==> config.mk <==
export PLATFORM = sky130hd
export DESIGN_NAME = acc_shift_reg_flat
export DESIGN_NICKNAME = d
export VERILOG_FILES = /design/src/rtl/acc_shift_pkg.sv /design/src/rtl/acc_shift_reg_if.sv /design/src/rtl/acc_shift_reg_pp_align.sv /design/src/rtl/acc_shift_reg.sv /design/src/flat_wrapper.sv
export SDC_FILE = /design/constraint.sdc
export NUM_CORES = 1
export LEC_CHECK = 0
export CAP_MARGIN = 40
export CORE_ASPECT_RATIO = 1.25
export CORE_MARGIN = 10
export CORE_UTILIZATION = 54
export CTS_BUF_LIST = sky130_fd_sc_hd__clkbuf_4
export DETAILED_ROUTE_END_ITERATION = 10
export PLACE_DENSITY = 0.8
export SYNTH_ARGS = -nofsm -noshare
export SYNTH_HDL_FRONTEND = slang
export SYNTH_HIERARCHICAL = 1
export SYNTH_SLANG_ARGS = --single-unit
==> constraint.sdc <==
create_clock -name clk -period 3 [get_ports clk]
set_input_delay 0.6 -clock clk [delete_from_list [all_inputs] [get_ports clk]]
set_output_delay 0.6 -clock clk [all_outputs]
set_load 0.05 [all_outputs]
==> src/rtl/acc_shift_pkg.sv <==
// acc_shift_pkg: mode encodings and width helper shared by the accumulate/shift register slice.
// Revision 1.0
`default_nettype none

package acc_shift_pkg;

  typedef logic [1:0] mode_t;

  localparam mode_t MODE_HOLD  = 2'b00;
  localparam mode_t MODE_LOAD  = 2'b01;
  localparam mode_t MODE_ACC   = 2'b10;
  localparam mode_t MODE_SHIFT = 2'b11;

  // Port width for a value range of n; never narrower than one bit.
  function automatic int width_of(input int n);
    return (n > 1) ? $clog2(n) : 1;
  endfunction

endpackage

`default_nettype wire

==> src/rtl/acc_shift_reg_if.sv <==
// acc_shift_reg_if: operation/result bundle between the multiplier control FSM and the product register.
// Revision 1.0
`default_nettype none

interface acc_shift_reg_if
  import acc_shift_pkg::*;
#(
  parameter int WIDTH      = 16,
  parameter int SHIFT_STEP = 4,
  parameter int NUM_ACC    = 4
);

  localparam int SAW = width_of(WIDTH / SHIFT_STEP);
  localparam int CW  = width_of(NUM_ACC);

  logic             clk_en;
  mode_t            mode;
  logic [WIDTH-1:0] datain;
  logic [SAW-1:0]   shift_amt;
  logic [WIDTH-1:0] reg_out;
  logic             ovf;
  logic [CW-1:0]    acc_cnt;
  logic             done;

  modport master (
    output clk_en, mode, datain, shift_amt,
    input  reg_out, ovf, acc_cnt, done
  );

  modport slave (
    input  clk_en, mode, datain, shift_amt,
    output reg_out, ovf, acc_cnt, done
  );

endinterface

`default_nettype wire

==> src/rtl/acc_shift_reg_pp_align.sv <==
// pp_align: left-aligns a partial product by shift_amt*SHIFT_STEP bits and flags bits lost past WIDTH.
// Revision 1.0
`default_nettype none

module pp_align #(
  parameter int WIDTH      = 16,
  parameter int SHIFT_STEP = 4,
  parameter int SAW        = 2
) (
  input  logic [WIDTH-1:0] datain,
  input  logic [SAW-1:0]   shift_amt,
  output logic [WIDTH-1:0] aligned,
  output logic             out_of_range
);

  localparam int SHW = $clog2(2 * WIDTH) + 1;

  logic [SHW-1:0]     shift_bits;
  logic [2*WIDTH-1:0] wide;

  // Shift at double width so the bits pushed beyond WIDTH stay visible for the overflow flag.
  always_comb begin
    shift_bits   = SHW'(shift_amt) * SHW'(SHIFT_STEP);
    wide         = {{WIDTH{1'b0}}, datain} << shift_bits;
    aligned      = wide[WIDTH-1:0];
    out_of_range = |wide[2*WIDTH-1:WIDTH];
  end

endmodule

`default_nettype wire

==> src/rtl/acc_shift_reg.sv <==
// acc_shift_reg: product register with hold/load/shifted-accumulate/right-shift, sticky overflow and done pulse.
// Revision 1.0
`default_nettype none

module acc_shift_reg
  import acc_shift_pkg::*;
#(
  parameter int WIDTH      = 16,
  parameter int SHIFT_STEP = 4,
  parameter int NUM_ACC    = 4
) (
  input  logic           clk,
  input  logic           sclr,
  acc_shift_reg_if.slave bus
);

  localparam int SAW = width_of(WIDTH / SHIFT_STEP);
  localparam int CW  = width_of(NUM_ACC);

  logic [WIDTH-1:0] value;
  logic             ovf_flag;
  logic [CW-1:0]    count;
  logic             done_pulse;

  logic [WIDTH-1:0] aligned;
  logic             out_of_range;
  logic [WIDTH:0]   sum;
  logic             last_acc;

  pp_align #(
    .WIDTH      (WIDTH),
    .SHIFT_STEP (SHIFT_STEP),
    .SAW        (SAW)
  ) u_pp_align (
    .datain       (bus.datain),
    .shift_amt    (bus.shift_amt),
    .aligned      (aligned),
    .out_of_range (out_of_range)
  );

  always_comb begin
    sum      = {1'b0, value} + {1'b0, aligned};
    last_acc = (count == CW'(NUM_ACC - 1));
  end

  // done defaults low every enabled or gated edge so it can only ever be a single-cycle pulse.
  always_ff @(posedge clk) begin
    if (!sclr) begin
      value      <= '0;
      ovf_flag   <= 1'b0;
      count      <= '0;
      done_pulse <= 1'b0;
    end else begin
      done_pulse <= 1'b0;
      if (bus.clk_en) begin
        case (bus.mode)
          MODE_LOAD: begin
            value    <= bus.datain;
            ovf_flag <= 1'b0;
            count    <= '0;
          end
          MODE_ACC: begin
            value    <= sum[WIDTH-1:0];
            ovf_flag <= ovf_flag | sum[WIDTH] | out_of_range;
            if (last_acc) begin
              count      <= '0;
              done_pulse <= 1'b1;
            end else begin
              count <= count + CW'(1);
            end
          end
          MODE_SHIFT: begin
            value <= value >> SHIFT_STEP;
          end
          default: begin
          end
        endcase
      end
    end
  end

  assign bus.reg_out = value;
  assign bus.ovf     = ovf_flag;
  assign bus.acc_cnt = count;
  assign bus.done    = done_pulse;

endmodule

`default_nettype wire

==> src/flat_wrapper.sv <==
// flat-port wrapper written by rule: the top's interface ports become plain ports
module acc_shift_reg_flat import acc_shift_pkg::*;
#(
  parameter int WIDTH      = 16,
  parameter int SHIFT_STEP = 4,
  parameter int NUM_ACC    = 4
)
  (clk, sclr, bus_clk_en, bus_mode, bus_datain, bus_shift_amt, bus_reg_out, bus_ovf, bus_acc_cnt, bus_done);
  acc_shift_reg_if #(.WIDTH(WIDTH), .SHIFT_STEP(SHIFT_STEP), .NUM_ACC(NUM_ACC)) bus_i ();
  input  logic clk;
  input  logic sclr;
  input wire logic [$bits(bus_i.clk_en)-1:0] bus_clk_en;
  input wire logic [$bits(bus_i.mode)-1:0] bus_mode;
  input wire logic [$bits(bus_i.datain)-1:0] bus_datain;
  input wire logic [$bits(bus_i.shift_amt)-1:0] bus_shift_amt;
  output wire logic [$bits(bus_i.reg_out)-1:0] bus_reg_out;
  output wire logic [$bits(bus_i.ovf)-1:0] bus_ovf;
  output wire logic [$bits(bus_i.acc_cnt)-1:0] bus_acc_cnt;
  output wire logic [$bits(bus_i.done)-1:0] bus_done;
  assign bus_i.clk_en = bus_clk_en;
  assign bus_i.mode = bus_mode;
  assign bus_i.datain = bus_datain;
  assign bus_i.shift_amt = bus_shift_amt;
  assign bus_reg_out = bus_i.reg_out;
  assign bus_ovf = bus_i.ovf;
  assign bus_acc_cnt = bus_i.acc_cnt;
  assign bus_done = bus_i.done;
  acc_shift_reg #(.WIDTH(WIDTH), .SHIFT_STEP(SHIFT_STEP), .NUM_ACC(NUM_ACC)) u_core (.clk(clk), .sclr(sclr), .bus(bus_i));
endmodule
* After elaboration in Yosys (flattened, before gate mapping)
Index checks and enable logic that the tools add are counted.
** Word-level totals
- Bits in registers :: 20
- Latch bits :: 0
- Bits in writable memories :: 0
- Memory bits (read-only) :: 0
- Bits of input ports :: 23
- Output and inout port bits :: 20
- Logic and storage cells :: 24
- Memories :: 0
** Operators by class
- Add/subtract/negate cells :: 2
- Multiply operators :: 0
- Div/mod/pow operators :: 0
- $lt $le $gt $ge :: 0
- Equal/unequal tests :: 4
- Shift-type cells :: 1
- Mux-type cells :: 5
- Bitwise gates (word level) :: 2
- Reduce and logical (&&, ||, !) cells :: 6
** Operators by type and width (number)
- one-hot mux 16 bit (3 select lines) :: 1
- left shift 16 x 4 -> 32 bit :: 1
- adder 16 x 16 -> 17 bit :: 1
- OR reduction 16 bit :: 1
- equality test 2 bit (second input constant) :: 3
- one-hot mux 2 bit (2 select lines) :: 1
- AND reduction 2 bit :: 2
- AND reduction 3 bit :: 1
- nonzero test 3 bit :: 1
- adder 2 x 1 -> 2 bit (second input constant) :: 1
- equality test 2 x 1 -> 1 bit (second input constant) :: 1
- 2-to-1 mux 2 bit :: 1
- bitwise OR 1 bit :: 2
- one-hot mux 1 bit (2 select lines) :: 1
- nonzero test 2 bit :: 1
- 2-to-1 mux 1 bit :: 1

* Logic depth before layout (Yosys ltp)
- Word-level depth :: 5
- Gate-level depth with buffers :: 12

* Modules after synthesis
Netlist, hierarchy kept.
** By module, submodules not included
- acc_shift_reg :: times used 1, cells each 236, area each 1876.8 um^2, seq. area each 400.4 um^2
- pp_align :: times used 1, cells each 50, area each 366.6 um^2, seq. area each 0.0 um^2

* Worst setup path before layout
Ideal clock, no wire load.
- Kind :: in2reg
- Start :: in bus_shift_amt[0]
- End :: reg u_core.value[14], in the netlist u_core/bus.reg_out[14]
- Setup time :: 80 ps
- Arrival :: 2697 ps
- Required time :: 2920 ps
- Slack :: 224 ps
- Cell stages on the path :: 11
- Path buffers :: 1
- Path through :: buf_6 -> nor2_1 -> and2_1 -> ha_1 -> inv_1 -> fa_1 -> and2b_1 -> o2111ai_2 -> a211oi_2 -> or4b_1 -> o211ai_1
** On the way
- Longest elaborated chain between the ends :: 3
** RTL lines
- from (decl) :: line flat_wrapper.sv:15 : input wire logic [$bits(bus_i.shift_amt)-1:0] bus_shift_amt;
- left shift 16 x 4 -> 32 bit :: line acc_shift_reg_pp_align.sv:24 : wide = {{WIDTH{1'b0}}, datain} << shift_bits;
- via u_core.aligned[0] :: line acc_shift_reg.sv:25 : logic [WIDTH-1:0] aligned;
- adder 16 x 16 -> 17 bit :: line acc_shift_reg.sv:42 : sum = {1'b0, value} + {1'b0, aligned};
- one-hot mux 16 bit (3 select lines) :: line acc_shift_reg.sv:56 : case (bus.mode)
- to (signal assigned) :: line acc_shift_reg.sv:58 : value <= bus.datain;
- to (signal assigned) :: line acc_shift_reg.sv:63 : value <= sum[WIDTH-1:0];
- to (signal assigned) :: line acc_shift_reg.sv:73 : value <= value >> SHIFT_STEP;
- to (decl) :: line acc_shift_reg.sv:20 : logic [WIDTH-1:0] value;
The timed path passes the listed nets, and every way through them passes these cells.
A chain may end at the register's enable or synchronous reset.

* Worst setup path after layout
Ends and elaborated chain as after synthesis.

==> results.txt <==
For this run, the register share of the synthesized area comes to 17.8%. The total stage count of the critical path came out at 11. The number of rows created at floorplan is 26.

The floorplan die height is 92.1 µm. The per-instance average area after synthesis came out at 7.84 µm². The weighted congestion reported at the end of routability-driven placement came out at 0.949. The number of fillers in the final layout is 298. The tree is rooted in a sky130_fd_sc_hd__clkbuf_4. The initial antenna violation count is 0.

The commonest cells after synthesis are sky130_fd_sc_hd__a21oi_1, sky130_fd_sc_hd__nand2_1, sky130_fd_sc_hd__dfxtp_1, sky130_fd_sc_hd__ha_1, sky130_fd_sc_hd__nor2_1. The time the final worst path needs with I/O delays and setup came out at 2.90 ns. The maximum count of clock buffers along a single path is 2. The clock drives 20 sinks. The first global-routing pass estimated 13200 µm of wire. Excluding fillers, the count of instances in the completed layout stands at 435.

The clock-pin slew on the worst setup and hold paths came out at 0.14 ns. The design area is 3200 µm². For this block, the initial DRC count from the detailed router was 272. The via count of the first global-routing pass was 2744.

The worst hold path belongs to the class reg -> reg. Yosys mapped a number of flops with a built-in enable equal to 0. The total via count in the routed design is 2783.

The remaining global-route overflow came out at 0. Once routing completed, OpenROAD measured the worst setup slack at 0.102 ns. In the post-synthesis netlist, the cell with the most instances is sky130_fd_sc_hd__a21oi_1.

The relative max-transition margin came out at 65.7%. The slew at the pin with the worst max-slew slack came out at 0.513 ns. For the worst flop-to-flop path, the logic depth is 8. The required time of the critical path came out at 3.26 ns. Among all flip-flop cells after synthesis, the most frequent one is sky130_fd_sc_hd__dfxtp_1.

The clock latency on the worst-skew pair is 0.32 ns. The number of clock buffers inserted by TritonCTS came out at 3. The initial utilization of the core area, before any placement, comes to 55.2%. The net count of the mapped netlist came out at 330.

Setup repair after global routing could not meet its margin everywhere. The count of input and output buffers is 42. The cell with the largest stage delay on the worst path is sky130_fd_sc_hd__or4b_1.

The global-route total usage across every layer is 22.3%. The residual DRC count came out at 0. The number of hold violations in the final report is 0.

In this run the worst path has a maximum fanout of 3. The instance area at placement came out at 3110 µm². Derived from the worst setup path, the maximum achievable clock frequency is 345 MHz. Compared with the post-synthesis result, the final layout area differs by 42.8%. Data arrives at the worst endpoint at 3.16 ns. The share of the clock period used by the worst path after layout is 96.6%. The final layout contains routed wiring with a total length of 8370 µm.

The via count normalized by instance count is 6.40. Buffers added to address setup during post-CTS repair amount to 0. The number of antenna diodes in the final layout is 0. Yosys printed 6 warnings.

The area of the core came out at 4070 µm². The delay contributed by the slowest stage of the critical path is 0.47 ns. The max-cap violation count came out at 0.

The die covers 7150 µm². The first-pass iteration count of the detailed router came out at 5. In this run the horizontal extent of the chip is 77.7 µm. Of all cell types, the one taking the most synthesized area is sky130_fd_sc_hd__dfxtp_1. The run finished with clean final reports. In this run the worst setup path begins at bus_shift_amt[0].

The placement-stage worst setup slack is -0.370 ns. 43 I/O pins were placed. The startpoint identified for the worst register-to-register timing path is u_core/bus.reg_out[0].

In this run the number of H-tree levels came out at 1. The power density relative to cell area came out at 335 nW/µm². The static leakage came out at 1.34 nW.

The post-route antenna net violation count came out at 0. The instance count along the most critical hold path came out at 2. In the post-synthesis netlist, the biggest area contributors are sky130_fd_sc_hd__dfxtp_1, sky130_fd_sc_hd__ha_1, sky130_fd_sc_hd__a21oi_1. TritonCTS built the clock tree. The worst hold slack is 0.487 ns.

The endpoint of the lowest-slack register-to-register path is u_core/bus.reg_out[14]. The flip-flop and latch count after synthesis came out at 20. The average wire length per cell after detail routing is 19.2 µm. The netlist area before placement is 2240 µm². The worst setup path is captured at a register. The count of buffering cells on the critical path with inverters included came out at 2. Of the post-synthesis cell area, the dominant cell type holds 17.8%. The critical path is of the in -> reg type. Counting flops with an async set or reset pin after synthesis yields a share of 0%. The cell family contributing the most delay on the critical path is simple AND/OR/NAND/NOR gates. The number of nets in the finished design came out at 424. The number of instances in the synthesized netlist is 286. Yosys mapped the design onto 61 distinct sky130hd cell types.

The utilization after layout came out at 78.8%. The last element of the critical path is u_core/bus.reg_out[14]. The critical path launch point type is an input pin. After detailed placement, the design holds a cell count of 431. The signal on the critical path passes through clkdlybuf4s50_1 -> nor2_2 -> and2_1 -> ha_1 -> inv_1 -> fa_1 -> and2b_2 -> o2111ai_2 -> a211oi_2 -> or4b_1 -> o211ai_1. Entering global routing, the biggest net connects 18 pins. The final setup violation count is 0.

The setup check on the worst reg-to-reg path leaves a slack of 0.70 ns. Summed over all nets, the half-perimeter wirelength after detailed placement is 6500 µm. The final worst clock skew is 0.00703 ns. In the final timing run, aggregate negative setup slack is 0 ns.

The number of pins exceeding their max-slew limit in the final report came to 0. Cells with a size suffix above 1 make up 24.3% of the layout. The maximum vdd drop is 0.204 mV.

The overall power after layout is 1.07 mW.
[where the power goes]
part | total (mW) | internal (mW) | switching [mW]
registers | 0.312 | 0.287 | 0.0252
logic | 0.610 | 0.272 | 0.338
clock network | 0.151 | 0.0487 | 0.102
total | 1.07 | 0.607 | 0.465
[cells by family (layout without fill, tap and decap cells)]
family                     Yosys count  count (layout)  synth area share [%]
xor gates and xnor gates             5               5                  1.95
adders and majority gates           21              21                  12.0
muxes                               13              13                  5.80
and+or+nand+nor                     94              94                  21.9
buffers and inverters               26             119                  7.08
AOI/OAI and AO/OA                  107             107                  33.4
DFF                                 20              20                  17.8
[flip-flops by register name (all words and copies together), names as in the netlist]
signal	cells
u_core/bus.acc_cnt	2
u_core/bus.ovf	1
u_core/bus.reg_out	16
u_core/bus.done	1
[cell usage in the layout, fill, tap and decap left out, types with 4 or more instances in the layout]
master,synthesis,routed
sky130_fd_sc_hd__buf_4,0,60
sky130_fd_sc_hd__clkdlybuf4s50_1,0,41
sky130_fd_sc_hd__a21oi_1,29,26
sky130_fd_sc_hd__nand2_1,26,25
sky130_fd_sc_hd__ha_1,20,20
sky130_fd_sc_hd__dfxtp_1,20,20
sky130_fd_sc_hd__nor2_1,20,19
sky130_fd_sc_hd__o21ai_0,16,16
sky130_fd_sc_hd__inv_1,11,11
sky130_fd_sc_hd__mux2i_1,13,11
sky130_fd_sc_hd__a221oi_1,10,9
sky130_fd_sc_hd__nor3_1,8,8
sky130_fd_sc_hd__nor2b_1,7,6
sky130_fd_sc_hd__nand3_1,6,6
sky130_fd_sc_hd__o21ai_1,5,5
sky130_fd_sc_hd__a211oi_1,6,5
sky130_fd_sc_hd__and2_1,5,5
sky130_fd_sc_hd__a21oi_2,1,4
sky130_fd_sc_hd__xnor2_1,4,4
[layer usage]
metal,vias up,track usage (%),part of all wire (%)
met1,1316,24.6,39
met5,-,0,0
met4,0,11.0,4.9
met2,150,39.3,49
met3,43,4.49,7.2
li1,1274,-,-
[worst min path at each step]
stage                          start                    end  slack, ns
3_5_place_dp   u_core/bus.acc_cnt[1]  u_core/bus.acc_cnt[1]       0.47
3_3_place_gp   u_core/bus.acc_cnt[1]  u_core/bus.acc_cnt[1]       0.47
4_1_cts        u_core/bus.acc_cnt[1]  u_core/bus.acc_cnt[1]       0.49
6_report       u_core/bus.acc_cnt[1]  u_core/bus.acc_cnt[1]       0.49
5_1_grt        u_core/bus.acc_cnt[1]  u_core/bus.acc_cnt[1]       0.53
2_1_floorplan  u_core/bus.acc_cnt[1]  u_core/bus.acc_cnt[1]       0.68
[cell type report]
cell class	instances	area, µm²	area share, %
Tap cell	56	70.1	2.19
Clock inverter	1	3.75	0.117
Timing Repair Buffer	104	913	28.5
Multi-Input combinational cell	240	1750	54.7
Clock buffer	3	22.5	0.703
Sequential cell	20	400	12.5
Inverter	11	41.3	1.29
[worst register-to-register path, delay by kind of cell (launching register included)]
| kind | cells | cell delay, ns |
|---|---|---|
| and+or+nand+nor | 2 | 0.72 |
| adders and majority gates | 2 | 0.57 |
| AOI/OAI and AO/OA | 3 | 0.51 |
| DFF | 1 | 0.39 |
| buffers and inverters | 1 | 0.05 |
[what timing repair did]
item,CTS,global route
resized for setup,1,15
pin swaps,0,3
hold buffers,0,0
setup endpoints to repair,1,7
(Power assumes the default switching activity.)
